===== src/rtl/riscv_pkg.sv =====
// Shared definitions for the data-memory arbiter: the FSM state
// encoding, bus widths, the default lock limit and a counter sizing helper.
package riscv_pkg;

    localparam int XLEN             = 32;
    localparam int F3_W             = 3;
    localparam int MAX_LOCK_DEFAULT = 8;

    // IDLE: round-robin between requesters.
    // LOCK0/LOCK1: the named requester keeps the port while it keeps asking.
    typedef enum logic [1:0] {
        IDLE  = 2'd0,
        LOCK0 = 2'd1,
        LOCK1 = 2'd2
    } arb_state_e;

    // Bits needed to hold a count from 0 up to and including max_val.
    function automatic int cnt_width(input int max_val);
        return (max_val < 1) ? 1 : $clog2(max_val + 1);
    endfunction

endpackage


===== src/rtl/dmem_arbiter_if.sv =====
// Bundle between the two requesters, the arbiter and the data memory.
// The slave side is the arbiter; the master side is everything around it
// (requester 0 = core, requester 1 = loader/debug, plus the memory array).
interface dmem_arbiter_if;
    import riscv_pkg::*;

    // Requester 0 (core)
    logic            req0;
    logic            we0;
    logic [XLEN-1:0] addr0;
    logic [XLEN-1:0] wdata0;
    logic [F3_W-1:0] func3_0;
    logic            lock0;
    logic            gnt0;
    logic            rvalid0;
    logic [XLEN-1:0] rdata0;

    // Requester 1 (loader/debug)
    logic            req1;
    logic            we1;
    logic [XLEN-1:0] addr1;
    logic [XLEN-1:0] wdata1;
    logic [F3_W-1:0] func3_1;
    logic            lock1;
    logic            gnt1;
    logic            rvalid1;
    logic [XLEN-1:0] rdata1;

    // Data memory port
    logic            mem_we;
    logic [XLEN-1:0] mem_a;
    logic [XLEN-1:0] mem_wd;
    logic [F3_W-1:0] mem_func3;
    logic [XLEN-1:0] mem_rd;

    modport slave (
        input  req0, we0, addr0, wdata0, func3_0, lock0,
        input  req1, we1, addr1, wdata1, func3_1, lock1,
        output gnt0, rvalid0, rdata0,
        output gnt1, rvalid1, rdata1,
        output mem_we, mem_a, mem_wd, mem_func3,
        input  mem_rd
    );

    modport master (
        output req0, we0, addr0, wdata0, func3_0, lock0,
        output req1, we1, addr1, wdata1, func3_1, lock1,
        input  gnt0, rvalid0, rdata0,
        input  gnt1, rvalid1, rdata1,
        input  mem_we, mem_a, mem_wd, mem_func3,
        output mem_rd
    );

endinterface


===== src/rtl/rr_arb2.sv =====
// Two-way round-robin pick. last names the requester served most recently;
// on a tie the other one wins.
module rr_arb2 (
    input  logic [1:0] req,
    input  logic       last,
    output logic [1:0] gnt
);

    // A lone requester wins outright; a tie goes to the side not served last.
    always_comb begin
        gnt = 2'b00;
        case (req)
            2'b01:   gnt = 2'b01;
            2'b10:   gnt = 2'b10;
            2'b11:   gnt = last ? 2'b01 : 2'b10;
            default: gnt = 2'b00;
        endcase
    end

endmodule


===== src/rtl/dmem_arbiter.sv =====
// Arbitrates one data-memory port between the core (0) and the
// loader/debug port (1). Grants are combinational; a requester may hold the
// port with lock, bounded by MAX_LOCK grants while the other side waits.
// Load data is registered and returned one cycle after the grant.
module dmem_arbiter
    import riscv_pkg::*;
#(
    parameter int MAX_LOCK = MAX_LOCK_DEFAULT
) (
    input  logic           clk,
    input  logic           rst,
    dmem_arbiter_if.slave  bus
);

    localparam int CNT_W = cnt_width(MAX_LOCK);

    arb_state_e       state;
    arb_state_e       state_nxt;
    logic             last_gnt;
    logic             last_gnt_nxt;
    logic [CNT_W-1:0] lock_cnt;
    logic [CNT_W-1:0] lock_cnt_nxt;

    logic [1:0]       req;
    logic [1:0]       rr_gnt;
    logic [1:0]       gnt;
    logic             force_switch;
    logic             other_req;
    logic             same_owner;

    logic [1:0]       rvalid_q;
    logic [XLEN-1:0]  rdata0_q;
    logic [XLEN-1:0]  rdata1_q;

    logic             mem_we_c;
    logic [XLEN-1:0]  mem_a_c;
    logic [XLEN-1:0]  mem_wd_c;
    logic [F3_W-1:0]  mem_func3_c;

    assign req = {bus.req1, bus.req0};

    rr_arb2 u_rr_arb2 (
        .req  (req),
        .last (last_gnt),
        .gnt  (rr_gnt)
    );

    // The lock owner has used up its turn; the waiting side goes next.
    assign force_switch = (lock_cnt >= CNT_W'(MAX_LOCK));

    // Grant and next state. Reset gates the grant so nothing reaches memory
    // while rst is low, even in the middle of a cycle.
    always_comb begin
        gnt       = 2'b00;
        state_nxt = IDLE;
        if (rst) begin
            case (state)
                LOCK0:   gnt = (req[0] && !force_switch) ? 2'b01 : rr_gnt;
                LOCK1:   gnt = (req[1] && !force_switch) ? 2'b10 : rr_gnt;
                default: gnt = rr_gnt;
            endcase

            if ((state == LOCK0 && !req[0]) || (state == LOCK1 && !req[1])) begin
                state_nxt = IDLE;
            end else if (gnt[0] && bus.lock0) begin
                state_nxt = LOCK0;
            end else if (gnt[1] && bus.lock1) begin
                state_nxt = LOCK1;
            end else begin
                state_nxt = IDLE;
            end
        end
    end

    // Lock counter and round-robin history: the counter tracks back-to-back
    // grants to one owner while the other side is waiting.
    always_comb begin
        other_req    = (gnt[0] & req[1]) | (gnt[1] & req[0]);
        same_owner   = (gnt[0] & ~last_gnt) | (gnt[1] & last_gnt);
        lock_cnt_nxt = '0;
        if (other_req) begin
            if (!same_owner) begin
                lock_cnt_nxt = CNT_W'(1);
            end else if (lock_cnt != CNT_W'(MAX_LOCK)) begin
                lock_cnt_nxt = lock_cnt + CNT_W'(1);
            end else begin
                lock_cnt_nxt = lock_cnt;
            end
        end

        last_gnt_nxt = last_gnt;
        if (gnt[1]) begin
            last_gnt_nxt = 1'b1;
        end else if (gnt[0]) begin
            last_gnt_nxt = 1'b0;
        end
    end

    // State, history and lock count registers; requester 0 wins the first tie.
    always_ff @(posedge clk or negedge rst) begin
        if (!rst) begin
            state    <= IDLE;
            last_gnt <= 1'b1;
            lock_cnt <= '0;
        end else begin
            state    <= state_nxt;
            last_gnt <= last_gnt_nxt;
            lock_cnt <= lock_cnt_nxt;
        end
    end

    // Memory port mux: the granted requester drives it, otherwise all zero.
    always_comb begin
        mem_we_c    = 1'b0;
        mem_a_c     = '0;
        mem_wd_c    = '0;
        mem_func3_c = '0;
        if (gnt[0]) begin
            mem_we_c    = bus.we0;
            mem_a_c     = bus.addr0;
            mem_wd_c    = bus.wdata0;
            mem_func3_c = bus.func3_0;
        end else if (gnt[1]) begin
            mem_we_c    = bus.we1;
            mem_a_c     = bus.addr1;
            mem_wd_c    = bus.wdata1;
            mem_func3_c = bus.func3_1;
        end
    end

    // Load return: capture memory data on a granted load, pulse rvalid once;
    // rdata keeps its value until that requester's next load.
    always_ff @(posedge clk or negedge rst) begin
        if (!rst) begin
            rvalid_q <= 2'b00;
            rdata0_q <= '0;
            rdata1_q <= '0;
        end else begin
            rvalid_q <= gnt & ~{bus.we1, bus.we0};
            if (gnt[0] && !bus.we0) begin
                rdata0_q <= bus.mem_rd;
            end
            if (gnt[1] && !bus.we1) begin
                rdata1_q <= bus.mem_rd;
            end
        end
    end

    assign bus.gnt0      = gnt[0];
    assign bus.gnt1      = gnt[1];
    assign bus.rvalid0   = rvalid_q[0];
    assign bus.rvalid1   = rvalid_q[1];
    assign bus.rdata0    = rdata0_q;
    assign bus.rdata1    = rdata1_q;
    assign bus.mem_we    = mem_we_c;
    assign bus.mem_a     = mem_a_c;
    assign bus.mem_wd    = mem_wd_c;
    assign bus.mem_func3 = mem_func3_c;

endmodule


===== src/flat_wrapper.sv =====
// flat-port wrapper written by rule: the top's interface ports become plain ports
module dmem_arbiter_flat import riscv_pkg::*;
#(
    parameter int MAX_LOCK = MAX_LOCK_DEFAULT
)
  (clk, rst, bus_req0, bus_we0, bus_addr0, bus_wdata0, bus_func3_0, bus_lock0, bus_req1, bus_we1, bus_addr1, bus_wdata1, bus_func3_1, bus_lock1, bus_gnt0, bus_rvalid0, bus_rdata0, bus_gnt1, bus_rvalid1, bus_rdata1, bus_mem_we, bus_mem_a, bus_mem_wd, bus_mem_func3, bus_mem_rd);
  dmem_arbiter_if bus_i ();
  input  logic clk;
  input  logic rst;
  input wire logic [$bits(bus_i.req0)-1:0] bus_req0;
  input wire logic [$bits(bus_i.we0)-1:0] bus_we0;
  input wire logic [$bits(bus_i.addr0)-1:0] bus_addr0;
  input wire logic [$bits(bus_i.wdata0)-1:0] bus_wdata0;
  input wire logic [$bits(bus_i.func3_0)-1:0] bus_func3_0;
  input wire logic [$bits(bus_i.lock0)-1:0] bus_lock0;
  input wire logic [$bits(bus_i.req1)-1:0] bus_req1;
  input wire logic [$bits(bus_i.we1)-1:0] bus_we1;
  input wire logic [$bits(bus_i.addr1)-1:0] bus_addr1;
  input wire logic [$bits(bus_i.wdata1)-1:0] bus_wdata1;
  input wire logic [$bits(bus_i.func3_1)-1:0] bus_func3_1;
  input wire logic [$bits(bus_i.lock1)-1:0] bus_lock1;
  output wire logic [$bits(bus_i.gnt0)-1:0] bus_gnt0;
  output wire logic [$bits(bus_i.rvalid0)-1:0] bus_rvalid0;
  output wire logic [$bits(bus_i.rdata0)-1:0] bus_rdata0;
  output wire logic [$bits(bus_i.gnt1)-1:0] bus_gnt1;
  output wire logic [$bits(bus_i.rvalid1)-1:0] bus_rvalid1;
  output wire logic [$bits(bus_i.rdata1)-1:0] bus_rdata1;
  output wire logic [$bits(bus_i.mem_we)-1:0] bus_mem_we;
  output wire logic [$bits(bus_i.mem_a)-1:0] bus_mem_a;
  output wire logic [$bits(bus_i.mem_wd)-1:0] bus_mem_wd;
  output wire logic [$bits(bus_i.mem_func3)-1:0] bus_mem_func3;
  input wire logic [$bits(bus_i.mem_rd)-1:0] bus_mem_rd;
  assign bus_i.req0 = bus_req0;
  assign bus_i.we0 = bus_we0;
  assign bus_i.addr0 = bus_addr0;
  assign bus_i.wdata0 = bus_wdata0;
  assign bus_i.func3_0 = bus_func3_0;
  assign bus_i.lock0 = bus_lock0;
  assign bus_i.req1 = bus_req1;
  assign bus_i.we1 = bus_we1;
  assign bus_i.addr1 = bus_addr1;
  assign bus_i.wdata1 = bus_wdata1;
  assign bus_i.func3_1 = bus_func3_1;
  assign bus_i.lock1 = bus_lock1;
  assign bus_gnt0 = bus_i.gnt0;
  assign bus_rvalid0 = bus_i.rvalid0;
  assign bus_rdata0 = bus_i.rdata0;
  assign bus_gnt1 = bus_i.gnt1;
  assign bus_rvalid1 = bus_i.rvalid1;
  assign bus_rdata1 = bus_i.rdata1;
  assign bus_mem_we = bus_i.mem_we;
  assign bus_mem_a = bus_i.mem_a;
  assign bus_mem_wd = bus_i.mem_wd;
  assign bus_mem_func3 = bus_i.mem_func3;
  assign bus_i.mem_rd = bus_mem_rd;
  dmem_arbiter #(.MAX_LOCK(MAX_LOCK)) u_core (.clk(clk), .rst(rst), .bus(bus_i));
endmodule

===== config.mk =====
export PLATFORM = sky130hd
export DESIGN_NAME = dmem_arbiter_flat
export DESIGN_NICKNAME = d
export VERILOG_FILES = /design/src/rtl/riscv_pkg.sv /design/src/rtl/dmem_arbiter_if.sv /design/src/rtl/rr_arb2.sv /design/src/rtl/dmem_arbiter.sv /design/src/flat_wrapper.sv
export SDC_FILE = /design/constraint.sdc
export NUM_CORES = 1
export LEC_CHECK = 0
export ABC_AREA = 1
export BUFFER_PORTS_ARGS = -buffer_cell sky130_fd_sc_hd__buf_4
export CORE_AREA = 5 5 119 121
export DETAILED_ROUTE_END_ITERATION = 12
export DIE_AREA = 0 0 124 126
export PLACE_DENSITY = 0.77
export SETUP_SLACK_MARGIN = 0.4
export SLEW_MARGIN = 5
export SYNTH_ARGS = -nofsm -noshare
export SYNTH_HDL_FRONTEND = slang
export SYNTH_SLANG_ARGS = --single-unit

===== constraint.sdc =====
create_clock -name clk -period 1.8 [get_ports clk]
set_input_delay 0.36 -clock clk [delete_from_list [all_inputs] [get_ports clk]]
set_output_delay 0.36 -clock clk [all_outputs]
set_load 0.02 [all_outputs]

# == After elaboration in Yosys (flattened, before gate mapping) ==
# Cells that the tools add are included.
# totals
register_bits,73
mem_bits_rw,0
latchBits,0
mem_bits_ro,0
elab_cells,63
input_bits,174
mem_count,0
# op_classes
div,0
multipliers,0
eq_ne,7
bitwise_logic,9
magnitude_cmp,1
n_shift,0
mux,24
reduce_logical,15
addsub,1
# ops
operator,count
$mux 32,4
$mux 2,9
$mux 4,3
$logic_and 1x1->1,8
$eq 2x2->1 const B,3
$mux 3,2
$pmux 2 s3,1
$logic_not 1->1,5
$add 4x1->4 const B,1
$and 1x1->1,4
$eq 2x1->1 const B,2
$ge 4x4->1 const B,1
$mux 1,4
$ne 4x4->1 const B,1
$pmux 2 s2,1
$ne 3x3->1 const B,1
$and 2x2->2,1
$not 2->2,1
$or 1x1->1,2
$reduce_bool 2->1,1
$logic_or 1x1->1,1
$not 1->1,1

# == Longest topological paths before layout ==
# Gate-level depths: netlist (run 1).
# logic_depth
word_depth,11
ltp_mapped,12
depth_no_buf,11

# == Hierarchy ==
# Synthesis (run 1) repeated with hierarchy kept, for this count alone.
# unflattened
hier_cells,577
hier_area_um2,3993.8
# modules_own_cells
module,cells_per_inst,n_inst,seq_area_each_um2,area_each_um2
dmem_arbiter,572,1,1828.0,3972.6
rr_arb2,5,1,0.0,21.3

# == Worst setup path before layout (run 1) ==
# OpenSTA, ideal clock, no wires.
# synth_timing
path_type,register -> output
startpoint,register u_core.state[0]
endpoint,output port bus_mem_wd[10]
t_required_ns,1.440
path_buffers,2
setup_slack_ns,-0.277
stages_incl_launch_ff,10
arrival_time_ns,1.717
cell_sequence,dfrtp_1 -> inv_1 -> ha_1 -> nor2_1 -> nand2_1 -> nand2_1 -> buf_4 -> buf_4 -> nand2_1 -> o21ai_1
# synth_between
elab_chain_cells,6
elab_cells_between_ends,7
classes_between,eq/ne (2); mux (5)
# synth_rtl
item,line,source
start: declaration,dmem_arbiter.sv:17,arb_state_e state;
start signal: assignment,dmem_arbiter.sv:106,state <= state_nxt;
$eq 2x2->1 or $eq 2x1->1 (tied branches),dmem_arbiter.sv:57,case (state)
$pmux 2 s2 *,dmem_arbiter.sv:57,
$mux 2 * (2 in series),dmem_arbiter.sv:56,if (rst) begin
$mux 32,dmem_arbiter.sv:123,end else if (gnt[1]) begin
$mux 32 *,dmem_arbiter.sv:118,if (gnt[0]) begin
end: declaration,flat_wrapper.sv:30,output wire logic [$bits(bus_i.mem_wd)-1:0] bus_mem_wd;
# Mark *: on every way between the ends. The rest lies on a longest branch, timed or not. The select of a mux whose other input is x is not followed.

# == Worst setup path after layout (run 1) ==
# layout_timing
startpoint,register u_core.state[1]
endpoint,output port bus_mem_wd[13]
# The elaborated chain is that of the path after synthesis.

==> out/metrics.yaml, run 1 <==
final_layout:
  layout.cell_area.non_filler_sq_um: 9340
  finalNetCount: 1090
  diodes: 0
  drive_gt1_frac: 0.662
  post-route-util: 0.719
  area_growth_pct: 132
cts:
  clk_pin_slew_ns: 0.06
  clockBufferDepth: 2
  root_buffer: "clkbuf_16"
  clock-sinks: 73
  cts_tree: "done"
  htreeDepth: 3
  cts_buffers: 9
  worstSkewPairLatency_ns: 0.33
timing:
  slew_violations: 0
  fin_crit_sh: 1.41
  finalHoldViolations: 0
  tns_ns: -69.66
  setup_viol: 142
  slew_headroom: 0.422
  min_period_ns: 2.54
  clock.fmax_ghz: 0.394
  rsz0062_at_grt: "true"
  skew_ns: 0.00748
  final.setup.worst_slack_ns: -0.740
  worst_pin_slew_ns: 0.867
placement:
  hpwl_um: 13600
  place.port_buffers: 309
  dp_slack_ns: -0.329
  place_area_sq_um: 7530
  gp_congestion: 0.992
yosys:
  synth_nets: 720
  avgSynthCellArea_sq_um: 7.41
  yosysWarnings: 0
  yosysSeqAreaShare: 0.455
  yosys.area.top_type: "dfrtp_1"
  synth.distinct_cells: 22
  synthesis.instances: 542
  synthTopCellsByArea: "dfrtp_1 45%, nand2_1 21%, o21ai_1 14%"
  synth_top_cell_area_share: 0.448
  ys_ff_latch: 73
  netlist_area_sq_um: 4020
global_routing:
  grt_overflow_total: 0
  met3_usage: 0.0538
  track_usage: 0.241
  antenna_found_initial: 0
  met2_usage: 0.423
  use_met1: 0.291
  first_global_vias: 5392
  grt_max_degree: 70
  busiest_layer: "met2"
  grt_pass1_wl_um: 29200
routing:
  vias: 5364
  firstDrtPassIters: 5
  drc: 0
  wirelength_um: 21100
  post_drt_via_cell_ratio: 4.91
  ant_nets: 0
  wire_per_inst_um: 19.3
  drtIter0Drc: 271
setup_path:
  end_kind: "output pin"
  rrSetupSlack_ns: -0.56
  cp-start-kind: "flip-flop"
  timing.rr.end: "u_core.lock_cnt[3]$_DFFE_PN0P_"
  crit_fanout: 8
  crit_arrival_ns: 2.18
  rr_startpoint: "u_core.state[0]$_DFF_PN0_"
  reg2regPathDepth: 19
  worstSetupPathType: "reg -> out"
  required_ns: 1.44
floorplanning:
  die_x_um: 124
  coreArea_sq_um: 13000
  dieArea_sq_um: 15600
  num_rows: 42
  die_height_um: 126
  io_pins: 310
  start_util: 0.310
power:
  power.total_w: 0.00899
  leakage_nw: 4.63
  ir_worst_vdd_v: 0.000883
  power.density_nw_per_um2: 963
outcome:
  violations: "negative setup slack"
  status: "complete, but fails checks"
run:
  maxCapViolations: 0
hold_path:
  hold_class: "in -> async"
critical path: stages (launching register included):
cell	delay [ns]
dfrtp_1	0.41
ha_4	0.32
inv_2	0.05
nand3_2	0.07
nand2_2	0.05
nand2_2	0.08
and2_4	0.21
nand2_8	0.15
clkbuf_16	0.23
o21ai_4	0.14
buf_6	0.14
power breakdown:
group | switching [W] | internal (W) | total [W] | leakage (nW)
registers | 0.000380 | 0.00214 | 0.00252 | 0.921
clock network | 0.000721 | 0.000952 | 0.00167 | 0.131
logic | 0.00253 | 0.00227 | 0.00480 | 3.58
area by class of cell:
type,instances,area (sq um)
clock inverters,6,52.6
well taps,176,220
clock buffers,10,229
multi-input cells,382,2910
repair buffers,393,3880
flip-flops and latches,73,1830
inverters,53,214
fillers,894,3640
synth_stat cells:
cell type	number
nand4_1	5
dfrtp_1	72
nand2_1	221
buf_6	11
inv_1	49
o22ai_1	1
nand3_2	1
o21ai_2	20
clkbuf_1	8
nand3_1	4
buf_4	4
o21ai_1	113
buf_1	1
buf_2	9
ha_1	4
clkbuf_2	2
dfstp_2	1
inv_2	4
and2_1	1
xor2_1	2
nor2_1	7
nor3_1	2
metrics by stage:
step	instances	hold slack (ns)
floorplan	542	0.0644
global placement	1025	0.207
detailed placement	1025	0.210
global route	1093	0.0876
finish	1093	0.0853
CTS	1081	0.0459
registers in the layout, indices dropped and copies added, names as in the netlist:
signal and flops:
u_core.bus.rdata1 32, u_core.rvalid_q 2, u_core.bus.rdata0 32, u_core.state 2, u_core.last_gnt 1, u_core.lock_cnt 4
cells in the final DEF, fill, tap and decap left out, types with 2 or more instances in the layout:
| master | count |
|---|---|
| buf_4 | 275 |
| nand2_1 | 150 |
| buf_6 | 76 |
| dfrtp_1 | 72 |
| o21ai_4 | 63 |
| nand2_2 | 59 |
| inv_1 | 45 |
| o21ai_2 | 45 |
| o21ai_1 | 25 |
| buf_16 | 16 |
| clkbuf_16 | 15 |
| buf_12 | 12 |
| nand2_4 | 10 |
| inv_2 | 6 |
| buf_8 | 6 |
| nor2_1 | 5 |
| nand4_1 | 5 |
| nand2_8 | 3 |
| inv_8 | 3 |
| nand3_4 | 3 |
| xor2_1 | 2 |
| ha_1 | 2 |
| clkinvlp_4 | 2 |
| clkinv_4 | 2 |
how the worst max path moves through the flow:
stage,start,end
2_1_floorplan,u_core.state[1]$_DFF_PN0_,bus_mem_a[10]
3_3_place_gp,u_core.state[1]$_DFF_PN0_,bus_mem_a[4]
3_5_place_dp,u_core.state[1]$_DFF_PN0_,bus_mem_a[4]
4_1_cts,u_core.state[1]$_DFF_PN0_,bus_mem_wd[18]
5_1_grt,u_core.state[0]$_DFF_PN0_,bus_mem_wd[13]
6_report,u_core.state[1]$_DFF_PN0_,bus_mem_wd[13]
what timing repair did:
action / 4_1_cts / 5_1_grt
cloned: 14 / 8
resized for setup: 139 / 65
hold buffers: 1 / 0
setup buffers: 25 / 4
endpoints found under the hold margin: 2 / 0
pin swaps: 8 / 25
setup endpoints to repair: 143 / 143
kinds of logic (layout without fill, tap and decap cells):
logic type	count (synthesis)	in the layout	synth area share
compound gates	134	134	0.186
xor+xnor	2	2	0.00436
fa+ha+maj	4	4	0.0125
buf+inv	88	462	0.110
flops	73	73	0.455
simple gates	241	242	0.232
metal layers:
layer | up-vias | wire [um]
met5 | - | 0
met4 | 0 | 561
met3 | 45 | 1750
met2 | 262 | 10900
met1 | 2592 | 7830
li1 | 2465 | -
Power figures use the tool's default switching activity.
==> inputs of run 2 (changes only) <==
- ABC_AREA: 1 -> unset
- CORE_AREA: 5 5 119 121 -> 5 5 117 119
- CTS_CLUSTER_SIZE: unset -> 12
- DIE_AREA: 0 0 124 126 -> 0 0 122 124
- PLACE_DENSITY: 0.77 -> 0.75
==> run 2 against run 1 <==
The run still ends with negative setup slack left. Sequential share of layout area grew 3.3 points. Routed wire length shrank 19%. Utilization shrank 7.9 points. Synthesized area shrank 10%. Critical path type unchanged.
==> out/metrics.yaml, run 2 <==
timing:
  slew_headroom: 0.554
  setup_viol: 136
  final.setup.worst_slack_ns: -0.886
  worst_pin_slew_ns: 0.669
  skew_ns: 0.00683
  slew_violations: 0
  clock.fmax_ghz: 0.372
  finalHoldViolations: 0
  fin_crit_sh: 1.49
  min_period_ns: 2.69
  rsz0062_at_grt: "true"
global_routing:
  track_usage: 0.205
  grt_max_degree: 75
  first_global_vias: 4098
  grt_overflow_total: 0
  grt_pass1_wl_um: 23500
  antenna_found_initial: 0
yosys:
  synth_nets: 460
  synth_top_family_by_area: "multiplexers"
  synth_most_common_cell: "dfrtp_1"
  muxShareOfSynthArea: 0.200
  yosysWarnings: 0
  synthesis.instances: 282
  synthTopCellsByArea: "dfrtp_1 50%, a22o_1 17%, mux2_2 11%"
  yosysSeqAreaShare: 0.507
  synth_fa_ha_area_frac: 0.0139
  synth.distinct_cells: 33
  async_flop_share: 1.00
  synth_top_cell_area_share: 0.499
  yosys-top-cells-count: "72 x dfrtp_1, 68 x a22o_1, 35 x mux2_2"
  netlist_area_sq_um: 3610
  ys_ff_latch: 73
  synth_compound_area_frac: 0.193
  yosys.area.top_type: "dfrtp_1"
  yosys.area_share.simple: 0.0357
  synth-edff-count: 0
  yosys_most_used_dff: "dfrtp_1"
  avgSynthCellArea_sq_um: 12.8
  synth_xor_area_frac: 0.00728
cts:
  clock-sinks: 73
  clk_pin_slew_ns: 0.06
  clockBufferDepth: 2
  cts_tree: "done"
  cts_buffers: 9
  htreeDepth: 3
  worstSkewPairLatency_ns: 0.33
  root_buffer: "clkbuf_16"
routing:
  post_drt_via_cell_ratio: 4.83
  ant_nets: 0
  wirelength_um: 17100
  wire_per_inst_um: 21.6
  firstDrtPassIters: 4
  drc: 0
  drtIter0Drc: 201
  vias: 3820
setup_path:
  end_kind: "output pin"
  worstSetupPathType: "reg -> out"
  cpPeakStageDelay_ns: 0.39
  reg2regPathDepth: 8
  required_ns: 1.44
  slowest_stage: "dfrtp_1"
  crit_chain: "inv_2, ha_4, o31a_1, nor3b_4, nor2_4, buf_12, buf_16, a22o_4, buf_4"
  cp-start-kind: "flip-flop"
  crit_fanout: 11
  crit_arrival_ns: 2.33
placement:
  hpwl_um: 13000
  gp_congestion: 0.734
  place_area_sq_um: 7040
  place.port_buffers: 309
hold_path:
  hold_class: "in -> async"
power:
  leakage_nw: 4.00
  power.total_w: 0.00826
  power.density_nw_per_um2: 1030
  ir_worst_vdd_v: 0.000868
final_layout:
  post-route-util: 0.640
  diodes: 0
  layout.cell_area.non_filler_sq_um: 7980
  area_growth_pct: 121
  layout_common_cells: "254 x buf_4, 72 x dfrtp_1, 68 x a22o_4, 68 x buf_6"
  finalNetCount: 792
  fill_cells: 930
  final_common_cell: "buf_4"
  drive_gt1_frac: 0.817
floorplanning:
  die_height_um: 124
  coreArea_sq_um: 12500
  start_util: 0.289
  dieArea_sq_um: 15100
  die_x_um: 122
  io_pins: 310
  num_rows: 41
outcome:
  violations: "negative setup slack"
  status: "complete, but fails checks"
run:
  maxCapViolations: 0
==> run 2: path summary, 6_finish.rpt <==
kind	start	to	slack (ns)
setup / recovery	u_core.state[0]$_DFF_PN0_	bus_mem_a[14]	-0.89
hold / removal	rst	u_core.bus.rdata0[11]$_DFFE_PN0P_	0.17
setup reg to reg	u_core.state[0]$_DFF_PN0_	u_core.bus.rdata0[10]$_DFFE_PN0P_	-0.54
hold reg to reg	u_core.bus.rdata1[19]$_DFFE_PN0P_	u_core.bus.rdata1[19]$_DFFE_PN0P_	0.51
max in group asynchronous	rst	u_core.bus.rdata1[24]$_DFFE_PN0P_	1.15
min in group clk	bus_lock0	u_core.state[0]$_DFF_PN0_	0.26
==> run 2: cells by family (layout without fill, tap and decap cells) <==
group,after synthesis,in the layout
AOI/OAI and AO/OA,83,83
xor gates and xnor gates,3,3
adders and majority gates,4,4
buffers and inverters,31,368
DFF,73,73
muxes,64,64
and+or+nand+nor,24,24
==> run 2: cell type report <==
cell class / count / area [sq um] / area share
multi-input combinational: 178 / 2420 / 0.303
timing repair buffer: 343 / 3170 / 0.397
inverter: 9 / 33.8 / 0.00423
sequential: 73 / 1830 / 0.229
tap: 172 / 215 / 0.0270
clock buffer: 10 / 239 / 0.0300
clock inverter: 6 / 75.1 / 0.00941
==> run 2: worst max-delay path, delay by kind of cell (launching register included) <==
kind,cells,cell delay (ns)
and+or+nand+nor,2,0.34
adders and majority gates,1,0.21
DFF,1,0.39
AOI/OAI and AO/OA,2,0.53
buffers and inverters,4,0.52
==> run 2: report_power, final <==
| group | switching, W | leakage, nW | internal [W] |
|---|---|---|---|
| Sequential | 0.000305 | 0.880 | 0.00215 |
| Clock | 0.000707 | 0.151 | 0.00113 |
| Combinational | 0.00181 | 2.96 | 0.00215 |
| Total | 0.00282 | 4.00 | 0.00543 |
==> run 2: layer usage <==
| layer | GRT usage | vias up | share of wire |
|---|---|---|---|
| li1 | - | 1739 | - |
| met4 | 0.0728 | 0 | 0.024 |
| met5 | 0 | - | 0 |
| met3 | 0.0627 | 31 | 0.088 |
| met2 | 0.354 | 189 | 0.51 |
| met1 | 0.241 | 1861 | 0.37 |
==> run 2: per-stage QoR <==
step	setup TNS, ns	setup WS [ns]	std cells	hold WS (ns)
after floorplan	-30.61	-0.333	282	0.0644
after global placement	-61.85	-0.587	759	0.493
after detailed placement	-70.43	-0.668	759	0.494
after CTS	-91.09	-0.898	786	0.211
after global routing	-107.92	-1.02	791	0.222
final	-90.38	-0.886	791	0.171
==> run 2: what timing repair did <==
item	4_1_cts	5_1_grt
cloned	5	4
hold buffers	0	0
buffers inserted	6	1
gates resized for setup	47	39
pin swaps	3	2
endpoints found under the setup margin	143	143
